<file path="config.mk">
export PLATFORM = sky130hd
export DESIGN_NAME = branch_stat_counter
export DESIGN_NICKNAME = d
export VERILOG_FILES = /design/src/rtl/brstat_pkg.sv /design/src/rtl/brstat_sat_cnt.sv /design/src/rtl/branch_stat_counter.sv
export SDC_FILE = /design/constraint.sdc
export NUM_CORES = 1
export LEC_CHECK = 0
export CORE_MARGIN = 4
export CORE_UTILIZATION = 46
export CTS_BUF_LIST = sky130_fd_sc_hd__clkbuf_2 sky130_fd_sc_hd__clkbuf_4 sky130_fd_sc_hd__clkbuf_8
export DETAILED_ROUTE_END_ITERATION = 7
export PLACE_DENSITY = 0.65
export SYNTH_ARGS = -nofsm -noshare
export SYNTH_HDL_FRONTEND = slang
export SYNTH_SLANG_ARGS = --single-unit
</file>
<file path="constraint.sdc">
create_clock -name clk_core -period 4.6 [get_ports clk_core]
set_input_delay 1.15 -clock clk_core [delete_from_list [all_inputs] [get_ports clk_core]]
set_output_delay 1.15 -clock clk_core [all_outputs]
set_load 0.05 [all_outputs]
</file>
<file path="src/rtl/brstat_pkg.sv">
// Shared types and helpers for the branch statistics counter.
//   CNT_W_DEF    : default counter / snapshot width
//   brstat_inc_t : per-cycle increment of one counter (0..2)
//   pair_inc()   : increment contributed by the two retire slots
package brstat_pkg;

    localparam int CNT_W_DEF = 32;

    typedef logic [1:0] brstat_inc_t;

    // Each slot contributes only when its valid is high. For the total count,
    // pass 1'b1 as the qualifier.
    function automatic brstat_inc_t pair_inc(input logic v0, input logic q0,
                                             input logic v1, input logic q1);
        return brstat_inc_t'({1'b0, v0 & q0}) + brstat_inc_t'({1'b0, v1 & q1});
    endfunction

endpackage

</file>
<file path="src/rtl/brstat_sat_cnt.sv">
// One saturating accumulator: cnt += inc (0..2), sticking at all-ones.
//   clk_core, rstn : clock, async active-low reset
//   inc            : increment for this cycle
//   clr            : synchronous clear, wins over en
//   en             : count enable
//   cnt            : current value
module brstat_sat_cnt
    import brstat_pkg::*;
#(
    parameter int W = CNT_W_DEF
) (
    input  logic         clk_core,
    input  logic         rstn,
    input  brstat_inc_t  inc,
    input  logic         clr,
    input  logic         en,
    output logic [W-1:0] cnt
);

    // One extra bit holds the carry; a set carry means the sum passed the max.
    logic [W:0] sum;
    assign sum = {1'b0, cnt} + {{(W-1){1'b0}}, inc};

    always_ff @(posedge clk_core or negedge rstn) begin
        if (!rstn)
            cnt <= '0;
        else if (clr)
            cnt <= '0;
        else if (en)
            cnt <= sum[W] ? {W{1'b1}} : sum[W-1:0];
    end

endmodule

</file>
<file path="src/rtl/branch_stat_counter.sv">
// Branch statistics: live saturating counters for total, taken and mispredicted
// branches from two retire slots, plus snapshot registers refreshed every
// SNAP_PERIOD cycles so a multiplexed display never sees a torn value.
//   clk_core, rstn                : clock, async active-low reset
//   i_i{0,1}_br_valid/taken/mispred : retire slot branch info
//   i_clear                       : async switch level, rising edge clears all
//   i_freeze                      : hold live counters while high
//   o_branches/o_taken/o_mispred  : snapshot values
//   o_snap_stb                    : high in the first cycle a new snapshot is visible
module branch_stat_counter
    import brstat_pkg::*;
#(
    parameter int CNT_W       = CNT_W_DEF,
    parameter int SNAP_PERIOD = 1000000
) (
    input  logic             clk_core,
    input  logic             rstn,
    input  logic             i_i0_br_valid,
    input  logic             i_i0_br_taken,
    input  logic             i_i0_br_mispred,
    input  logic             i_i1_br_valid,
    input  logic             i_i1_br_taken,
    input  logic             i_i1_br_mispred,
    input  logic             i_clear,
    input  logic             i_freeze,
    output logic [CNT_W-1:0] o_branches,
    output logic [CNT_W-1:0] o_taken,
    output logic [CNT_W-1:0] o_mispred,
    output logic             o_snap_stb
);

    localparam int            TW   = (SNAP_PERIOD > 2) ? $clog2(SNAP_PERIOD) : 1;
    localparam logic [TW-1:0] LAST = TW'(SNAP_PERIOD - 1);

    // Clear switch: 2-flop synchronizer, then rising-edge detect.
    logic [1:0] clr_sync;
    logic       clr_q;
    logic       clr_p;

    always_ff @(posedge clk_core or negedge rstn) begin
        if (!rstn) begin
            clr_sync <= '0;
            clr_q    <= 1'b0;
        end else begin
            clr_sync <= {clr_sync[0], i_clear};
            clr_q    <= clr_sync[1];
        end
    end

    assign clr_p = clr_sync[1] & ~clr_q;

    // Live counters: index 0 total, 1 taken, 2 mispredicted.
    brstat_inc_t [2:0]            incs;
    logic        [2:0][CNT_W-1:0] live;
    logic                         cnt_en;

    assign incs[0] = pair_inc(i_i0_br_valid, 1'b1, i_i1_br_valid, 1'b1);
    assign incs[1] = pair_inc(i_i0_br_valid, i_i0_br_taken, i_i1_br_valid, i_i1_br_taken);
    assign incs[2] = pair_inc(i_i0_br_valid, i_i0_br_mispred, i_i1_br_valid, i_i1_br_mispred);
    assign cnt_en  = ~i_freeze;

    // clr_p takes priority inside the counter, so events in the clear cycle drop.
    for (genvar g = 0; g < 3; g++) begin : g_cnt
        brstat_sat_cnt #(.W(CNT_W)) u_cnt (
            .clk_core (clk_core),
            .rstn     (rstn),
            .inc      (incs[g]),
            .clr      (clr_p),
            .en       (cnt_en),
            .cnt      (live[g])
        );
    end

    // Snapshot timer and registers. The snapshot loads the live value as it
    // stands before this cycle's increments; those show up one period later.
    logic [TW-1:0]           timer;
    logic [2:0][CNT_W-1:0]   snap;
    logic                    snap_pt;

    assign snap_pt = (timer == LAST);

    always_ff @(posedge clk_core or negedge rstn) begin
        if (!rstn) begin
            timer      <= '0;
            snap       <= '0;
            o_snap_stb <= 1'b0;
        end else if (clr_p) begin
            // Clear beats a coincident snapshot and restarts the period.
            timer      <= '0;
            snap       <= '0;
            o_snap_stb <= 1'b1;
        end else if (snap_pt) begin
            timer      <= '0;
            snap       <= live;
            o_snap_stb <= 1'b1;
        end else begin
            timer      <= timer + TW'(1);
            o_snap_stb <= 1'b0;
        end
    end

    assign o_branches = snap[0];
    assign o_taken    = snap[1];
    assign o_mispred  = snap[2];

endmodule

</file>
After elaboration in Yosys (flattened, before gate mapping)
Index checks and enable logic that the tools add are counted.

storage, ports and cells
  word-level logic and storage cells = 41
  bits in registers = 216
  output and inout port bits = 97

operators by class
  eq/ne operators = 2
  reduce and logical (&&, ||, !) cells = 1
  bitwise gates (word level) = 6
  mux-type cells = 15
  add/sub/neg operators = 7

operators by type and width
  operator               number
  $mux 32                9
  $mux 96                2
  $add 32x2->33          3
  $mux 20                2
  $add 20x1->20 const B  1
  $eq 20x20->1 const B   1
  $add 1x1->2            3
  $and 1x1->1            5
  $mux 1                 2
  $ne 2x1->1 const B     1
  $reduce_bool 2->1      1
  $not 1->1              1

Depth between registers and ports, before layout
Gate-level depths: netlist of the first run.

  depth after elaboration = 6
  gate-level depth with buffers = 10
  gate-level depth less buffers = 9

Cells and area by module
Synthesis of the first run repeated with hierarchy kept, for this count alone.

second synthesis, totals
  cell total of the unflattened synthesis = 1230
  area total of the unflattened synthesis = 11288.3 um^2

modules (own cells, without submodules)
  module               area an instance (um^2)  cells an instance  times used
  brstat_sat_cnt       1990.7                   225                3
  branch_stat_counter  5316.3                   555                1

Least setup slack after synthesis of the first run
Ideal clock, no wire load.

  kind = input to register
  from = input port i_i0_br_valid
  to = register g_cnt[0].u_cnt.cnt[27]
  library setup time = 99 ps
  arrival = 3096 ps
  path buffers = 1
  required time = 4501 ps
  stages on the path = 8
  slack = 1404 ps
  cells stage by stage = inv_1 -> fa_1 -> nand4b_1 -> or2_2 -> clkbuf_1 -> nor4_2 -> a31oi_1 -> a311oi_1

on the way
  longest elaborated chain between the ends = 5

ends and longest elaborated chain
  item                  RTL line                   RTL
  start, declared       branch_stat_counter.sv:18  input logic i_i0_br_valid,
  $add 1x1->2           brstat_pkg.sv:15           return brstat_inc_t'({1'b0, v0 & q0}) + brstat_inc_t'({1'b0, v1 & q1});
  $add 32x2->33         brstat_sat_cnt.sv:22       assign sum = {1'b0, cnt} + {{(W-1){1'b0}}, inc};
  $mux 32               brstat_sat_cnt.sv:30       cnt <= sum[W] ? {W{1'b1}} : sum[W-1:0];
  $mux 32               brstat_sat_cnt.sv:29       else if (en)
  $mux 32               brstat_sat_cnt.sv:27       else if (clr)
  end signal, assigned  brstat_sat_cnt.sv:30
  end, declared         brstat_sat_cnt.sv:17       output logic [W-1:0] cnt

Every way passes these cells. The select of a mux whose other input is x is not followed.
A chain may end at the register's enable or synchronous reset.

Worst setup path in the final report of the first run
  from = input port i_i0_br_valid
  to = register g_cnt[2].u_cnt.cnt[15]

on the way
  longest elaborated chain between the ends = 6

ends and longest elaborated chain
  item                  RTL line
  $and 1x1->1           brstat_pkg.sv:15
  $add 1x1->2           brstat_pkg.sv:15
  $add 32x2->33         brstat_sat_cnt.sv:22
  $mux 32               brstat_sat_cnt.sv:30
  $mux 32               brstat_sat_cnt.sv:29
  $mux 32               brstat_sat_cnt.sv:27
  end signal, assigned  brstat_sat_cnt.sv:30
  end, declared         brstat_sat_cnt.sv:17

Every way passes these cells. The select of a mux whose other input is x is not followed.

==> results.txt, run 1 <==
The critical path in this run is classified as primary input to flop. The number of antenna violations at the first check in global routing came out at 0. A synthesized cell averages 9.03 sq um. Leaving out fill and tap cells, the most frequent cell in the layout is sky130_fd_sc_hd__nand2_1.

Across all layers, the routed design uses between 8000 and 9000 vias. In the layout the commonest cells are 222 x sky130_fd_sc_hd__nand2_1, 216 x sky130_fd_sc_hd__dfrtp_1, 139 x sky130_fd_sc_hd__a21oi_1, 105 x sky130_fd_sc_hd__clkdlybuf4s50_1, 66 x sky130_fd_sc_hd__nor2_1. The share of the cycle needed by the critical path after routing came out at 76.9%. The number of enable flip-flop cells after synthesis came out at 0. The die span in y is about 160 um. TritonCTS built the clock tree. In the synthesized netlist the dominant register cell turns out to be sky130_fd_sc_hd__dfrtp_1. For the worst-skew pair, the clock arrives at the later sink with an insertion delay of roughly 520 ps. At the end of the flow the core is filled with cells to between 50% and 60%. The maximum fanout encountered on the critical timing path is 10.

Relative to the synthesized area, the layout overhead comes to 20.5%. The antenna cell count came out at 0. The number of buffers inserted during clock tree synthesis is 38. The fmax came out at approximately 0.28 GHz. The number of different library cells used by synthesis comes to 56.

The synthesized flop and latch total is around 220. The post-synthesis instance area came out at a little over 10000 sq um. The total of max-cap violations came out at 0. The via count of the first global-routing pass came out at roughly 8700. Once the clock tree was built, the resizer swapped 0 gates to a different size. The power per cell area is between 300 and 400 nW/um^2. The launching element type of the critical path is a primary input. In the synthesized netlist, the number of instances is 1134. For this design, the slowest cell found on the critical path is sky130_fd_sc_hd__nor4_1. The static leakage power is about 5 nW. The DRC violation count after routing came out at 0.

The total count of hold-check failures in the final report was 0. After the last flow step, the layout net total stands at approximately 1200. The detailed-route wire length is 25700 um. For this run, the slowest stage of the critical path takes approximately 540 ps. The number of H-tree branching levels is 2.

The non-filler instance count after layout is roughly 1500. The max-slew headroom at the worst pin came out at between 20 and 30%. Walking the worst path, the cells encountered are clkdlybuf4s50_1, and2_1, fa_1, ha_1, nand2_1, nor4_1, a31oi_1, and4_1, nor3_1. The worst setup path is captured at a flop.

Entering global routing, the biggest net connects approximately 100 pins. Setup repair after global routing left no endpoint under its margin. The ratio of routed vias to standard cells came out at around 5.7. The final number of setup-violating endpoints is 0. The data required time at the worst endpoint came out at roughly 5000 ps. The count of final max-slew check failures came out at 0. The total placed cells including tap cells is approximately 1500. The post-route setup TNS came out at 0 ps. For the pin with the worst max-slew slack, the measured transition is 1060 ps. The total area of multi-input combinational cells is roughly 4500 sq um.

The synthesized net count is 1151. The overall global routing resource usage came out at between 20% and 30%. Of the cells placed in the final design, the portion with a size suffix greater than 1 is under 10%. The sequential-to-total area share from yosys stat is a little over half. The floorplan step defined a die boundary enclosing 24700 sq um. The number of fill cells in the layout is slightly below 2000. The number of buffers added on ports is approximately 110. The minimum clock period after layout is roughly 3500 ps. After floorplanning, the core was divided into 54 placement rows. The hold-fix buffer count after cts came out at 0. The total number of yosys warnings is 0. The number of DRC markers in iteration 0 came out at 659. The routed length per placed instance is 16.8 um. The initial core utilization came out at between 40% and 50%. The post-detailed-placement half-perimeter wirelength came out at ~16000 um. The flow ran to the end, and the final reports show no timing, DRC or antenna violations. The core region is between 20000 and 25000 sq um. The total setup buffers inserted after CTS is 0.

The count of pins on the block boundary came out at approximately 110. Across the VDD grid, the largest voltage drop is 156 uV. The die is about 160 um wide. The overflow left after global routing is 0.

The maximum buffer depth of the clock tree is 3. The arrival time of the worst setup path came out at approximately 4000 ps. Routability-driven placement finished with a final weighted congestion of between 0.8 and 0.9.

The setup skew after layout is ~14 ps. The sequential standard cell area is approximately 5400 sq um. For this run, the detailed router's first-pass iteration total came to 5. The number of routed nets with antenna violations is 0. The global-route wire length before repair came out at 44000 um. The post-CTS clock slew at the launch and capture registers of the worst setup and hold paths is ~60 ps. The root buffer cell is sky130_fd_sc_hd__clkbuf_8. The number of clock sinks came out at ~220. The path class of the lowest-slack min-delay path is flop to flop. The async set-reset flop share out of synthesis is 100%.
==> logic make-up (layout without fill, tap and decap cells) <==
group | after synthesis | in the layout | synth area share [%]
AOI/OAI and AO/OA | 281 | 281 | 16.1
xor gates and xnor gates | 18 | 18 | 1.54
adders and majority gates | 7 | 7 | 1.08
buffers and inverters | 90 | 208 | 3.45
DFF | 216 | 216 | 52.8
muxes | 2 | 2 | 0.196
and+or+nand+nor | 520 | 520 | 24.9
==> synth_stat cells, types with 2 or more instances <==
cell | count | area (sq um)
sky130_fd_sc_hd__nand2_1 | 222 | 833
sky130_fd_sc_hd__dfrtp_1 | 216 | 5410
sky130_fd_sc_hd__a21oi_1 | 139 | 696
sky130_fd_sc_hd__nor2_1 | 66 | 248
sky130_fd_sc_hd__clkbuf_1 | 59 | 221
sky130_fd_sc_hd__o21ai_0 | 49 | 245
sky130_fd_sc_hd__nor3_1 | 45 | 225
sky130_fd_sc_hd__a31oi_1 | 42 | 263
sky130_fd_sc_hd__nand3_1 | 36 | 180
sky130_fd_sc_hd__and3_1 | 31 | 194
sky130_fd_sc_hd__nand4_1 | 28 | 175
sky130_fd_sc_hd__and4_1 | 24 | 210
sky130_fd_sc_hd__and2_1 | 19 | 119
sky130_fd_sc_hd__inv_1 | 19 | 71.3
sky130_fd_sc_hd__nor4_1 | 14 | 87.6
sky130_fd_sc_hd__xor2_1 | 12 | 105
sky130_fd_sc_hd__a311oi_1 | 9 | 78.8
sky130_fd_sc_hd__a31o_2 | 8 | 70.1
sky130_fd_sc_hd__a211oi_1 | 7 | 52.6
sky130_fd_sc_hd__nor2b_1 | 7 | 43.8
sky130_fd_sc_hd__or3_1 | 7 | 43.8
sky130_fd_sc_hd__o21a_1 | 6 | 45.0
sky130_fd_sc_hd__xnor2_1 | 6 | 52.6
sky130_fd_sc_hd__buf_1 | 5 | 18.8
sky130_fd_sc_hd__buf_2 | 5 | 25.0
sky130_fd_sc_hd__a41oi_1 | 4 | 35.0
sky130_fd_sc_hd__ha_1 | 4 | 50.1
sky130_fd_sc_hd__or4_1 | 4 | 30.0
sky130_fd_sc_hd__fa_1 | 3 | 60.1
sky130_fd_sc_hd__o211a_1 | 3 | 30.0
sky130_fd_sc_hd__o221a_2 | 3 | 33.8
sky130_fd_sc_hd__and3b_1 | 2 | 17.5
sky130_fd_sc_hd__and4b_1 | 2 | 20.0
sky130_fd_sc_hd__mux2i_1 | 2 | 20.0
sky130_fd_sc_hd__nand2b_1 | 2 | 12.5
sky130_fd_sc_hd__nor4_2 | 2 | 25.0
sky130_fd_sc_hd__o211ai_1 | 2 | 15.0
sky130_fd_sc_hd__or2_2 | 2 | 12.5
==> per-stage QoR <==
step                      setup WS [ps]  cell area, sq um  power, mW  hold slack [ps]
after floorplan                    1400             10200       2.08              331
after global placement              670             11500       2.18              338
after detailed placement            553             11500       2.18              337
after CTS                          1140             12300       4.04              351
after global routing                891             12300       4.17              371
final                              1060             12300       3.98              351
==> layer usage <==
layer / GRT usage, % / wire length, um
met3: 4.45 / 1450
met2: 33.0 / 11900
met1: 30.7 / 12000
met5: 0 / 0
met4: 5.90 / 458
==> cell type report <==
class                      instances  area share, %
clock buffer                      57           5.80
clock inverter                    10          0.659
inverter                          19          0.578
multi-input combinational        828           36.5
sequential                       216           43.8
tap                              280           2.84
timing repair buffer             122           9.82
==> power breakdown <==
part	switching [mW]	total, mW	internal [mW]
clock network	0.785	1.84	1.05
logic	0.125	0.183	0.0580
registers	0.0316	1.96	1.93
total	0.942	3.98	3.04
==> state kept, by name (all words and copies together), names as in the netlist <==
| name | count |
|---|---|
| o_taken | 32 |
| timer | 20 |
| g_cnt.u_cnt.cnt | 96 |
| clr_q | 1 |
| o_branches | 32 |
| clr_sync | 2 |
| o_snap_stb | 1 |
| o_mispred | 32 |
==> worst max-delay path, delay by kind of cell <==
| kind | cells | cell delay, ps |
|---|---|---|
| AND/OR/NAND/NOR | 5 | 1380 |
| AO/OA/AOI/OAI | 1 | 460 |
| adder cells (fa/ha/maj) | 2 | 490 |
| buffers and inverters | 1 | 490 |
==> worst paths after layout <==
check                                   start                      to  slack (ps)  depth (start not counted)
min in group asynchronous                rstn               timer[16]         680                          1
max in group asynchronous                rstn          o_branches[28]        3020                          2
worst min-delay path              clr_sync[0]             clr_sync[1]         350                          0
worst max-delay path            i_i0_br_valid  g_cnt[2].u_cnt.cnt[15]        1060                          9
worst min register to register    clr_sync[0]             clr_sync[1]         350                          0
worst max register to register       timer[0]               timer[18]        1850                          5
Power figures use the tool's default switching activity.
==> run 2: changes to the inputs <==
- PLACE_DENSITY: 0.65 -> 0.67
- clock period: 4.6 -> 2.9 ns (I/O delays scaled with it)
==> results.txt, run 2 (synthesized netlist as in run 1, its figures left out) <==
The flow ran to the end, and the final reports show no timing, DRC or antenna violations. The tree is rooted in a sky130_fd_sc_hd__clkbuf_8. The path class of the lowest-slack min-delay path is primary input to asynchronous set/reset pin. The post-route setup TNS is 0 ps. The count of final max-slew check failures came out at 0. The first-pass detailed-route iteration total came out at 5.

The setup skew after layout is 18.0 ps. The placeable core area is 21800 sq um. The number of antenna violations at the first check in global routing came out at 0. Measured along the y axis, the die boundary spans between 150 and 200 um. The setup slack on the worst flop-to-flop path came out at ~240 ps. The setup path with the least slack is of type primary input to flop.

The number of buffers inserted during clock tree synthesis came out at 38. The static leakage power came out at approximately 5.4 nW. The maximum buffer depth of the clock tree is 3. On the worst path, the slowest cell contributes a delay of approximately 490 ps.

The register bank with the most flops is g_cnt.u_cnt.cnt. The post-detailed-placement half-perimeter wirelength came out at around 17000 um. The number of DRC markers in iteration 0 came out at between 500 and 600. The total vias in the final route is 9014. At the worst endpoint, the required time is ~3300 ps. The total area of multi-input combinational cells is approximately 4500 sq um.

The number of buffers added on ports is between 100 and 150. The post-CTS clock slew at the launch and capture registers of the worst setup and hold paths came out at roughly 60 ps. The power per cell area is 508 nW/um^2. The destination of the critical timing path is g_cnt[1].u_cnt.cnt[7]. The number of H-tree branching levels is 2.

The overall power consumption is roughly 6.5 mW. STA classifies the critical path startpoint as a primary input. The worst register-to-register path begins at g_cnt[0].u_cnt.cnt[0].

The detailed-route wire length came out at ~26000 um. The net count reported at finish is 1290. The global-route wire length before repair is 44300 um. The weighted congestion at the end of routability-driven global placement came out at 0.849. The routed length per placed instance came out at around 17 um. The worst-margin pin slew is roughly 840 ps. Counting both buffers and inverters, the worst setup path holds a total of 3. At the later pin of the worst-skew pair, clock insertion delay measures about 520 ps.

The worst setup path is captured at a flop. In the layout the commonest cells are 222 x sky130_fd_sc_hd__nand2_1, 216 x sky130_fd_sc_hd__dfrtp_1, 139 x sky130_fd_sc_hd__a21oi_1, 105 x sky130_fd_sc_hd__clkdlybuf4s50_1, 66 x sky130_fd_sc_hd__nor2_1. The total count of hold-check failures in the final report is 0.

Subtracting the final worst setup slack from the clock period gives 2810 ps. The count of pins on the block boundary came out at about 110. The cell depth of the worst setup path is 11.

The final number of setup-violating endpoints came out at 0. The worst-case vdd ir drop is about 260 uV. By instance count, the cell type seen most on the critical path is sky130_fd_sc_hd__buf_4.

The post-placement worst setup slack is -479 ps. The floorplan has 54 rows. The endpoint of the worst register-to-register path is g_cnt[0].u_cnt.cnt[15]. The overall global routing resource usage came out at between 20% and 30%. The worst setup path startpoint is i_i0_br_valid. Across the whole layout, storage elements account for ~5400 sq um. The TritonCTS clock tree is yes. The via count of the first global-routing pass came to 8721. The flip-flop count of the largest register after layout came out at 96. In the post-route analysis, the smallest setup slack over all paths is around 94 ps. The overflow left after global routing is 0. The floorplan step defined a die boundary enclosing ~25000 sq um. In this run the remaining antenna-violating nets after routing total 0. The die is around 160 um wide. After detailed routing, the number of vias per cell comes to ~5.7.

The share of the cycle needed by the critical path after routing is 96.8%. The library cell used most frequently in the layout, excluding fill and tap cells, is sky130_fd_sc_hd__nand2_1. On the critical path the largest part of the delay comes from simple AND/OR/NAND/NOR gates. Measured on the finished design, the core utilization comes to between 50 and 60%. Compared with the post-synthesis result, the final layout area differs by 25.6%. The tool flagged a number of max-cap violations equal to 0. The signal on the critical path passes through clkdlybuf4s50_1, and2_1, fa_2, ha_1, nand4_1, or3_4, buf_4, o31a_1, buf_4, and3_1, nor3_1. The largest net degree at the start of global routing came out at 97. After detailed routing, the number of remaining DRC violations is 0. The post-route netlist has 12.6% of its cells at a drive strength greater than 1.

Along the worst path, the maximum fanout reaches 9. The initial core utilization is between 40 and 50%. The slowest stage of the critical path is the sky130_fd_sc_hd__clkdlybuf4s50_1 cell.

The total setup buffers inserted after CTS came out at 0. Measured against its own limit, the worst slew margin works out to 43.8%. The antenna cell count came out at 0. The final worst hold slack is between 100 and 150 ps. The number of fill cells in the layout is 1933. The worst register-to-register path has a depth of 9.

The number of clock sinks came out at between 200 and 250. The arrival time of the worst setup path is around 3200 ps. For this run, the top clock speed supported by timing is around 0.36 GHz.
run 2: worst min path at each step:
stage / from / slack [ps] / to / depth (start not counted)
floorplan: clr_sync[0] / 330 / clr_sync[1] / 0
global placement: clr_sync[0] / 340 / clr_sync[1] / 0
detailed placement: clr_sync[0] / 350 / clr_sync[1] / 0
CTS: rstn / 90 / timer[15] / 1
global route: rstn / 100 / timer[11] / 1
finish: rstn / 110 / timer[15] / 1
run 2: what timing repair did:
| item | in CTS | in global routing |
|---|---|---|
| endpoints found under the setup margin | 0 | 30 |
| hold buffers | 0 | 0 |
| resized for setup | 0 | 10 |
| hold endpoints to repair | 0 | 0 |
run 2: layer usage:
metal / wire length, um / global-route usage [%]
met5: 0 / 0
met1: 12700 / 32.0
met3: 1290 / 3.66
met2: 12000 / 33.1
met4: 323 / 4.63
run 2: area by class of cell:
class | instances | area share, %
multi-input combinational | 828 | 35.3
sequential | 216 | 42.1
clock buffer | 58 | 5.63
tap | 280 | 2.73
timing repair buffer | 170 | 12.7
inverter | 19 | 0.555
clock inverter | 10 | 0.993
run 2: report_power, final:
group	total [mW]	internal [mW]	switching (mW)
Sequential	3.11	3.06	0.0545
Combinational	0.317	0.111	0.206
Clock	3.10	1.86	1.24
Total	6.53	5.03	1.50
run 2: metrics by stage:
step                std cells  instance area, sq um
global route             1581                 12900
CTS                      1581                 12800
detailed placement       1513                 12000
global placement         1513                 12000
floorplan                1134                 10200
finish                   1581                 12900
==> run 3: changes to the inputs <==
- ABC_CLOCK_PERIOD_IN_PS: default -> 2900
==> results of run 3 <==
Final layout, timing and power as in run 2 (identical DEF).
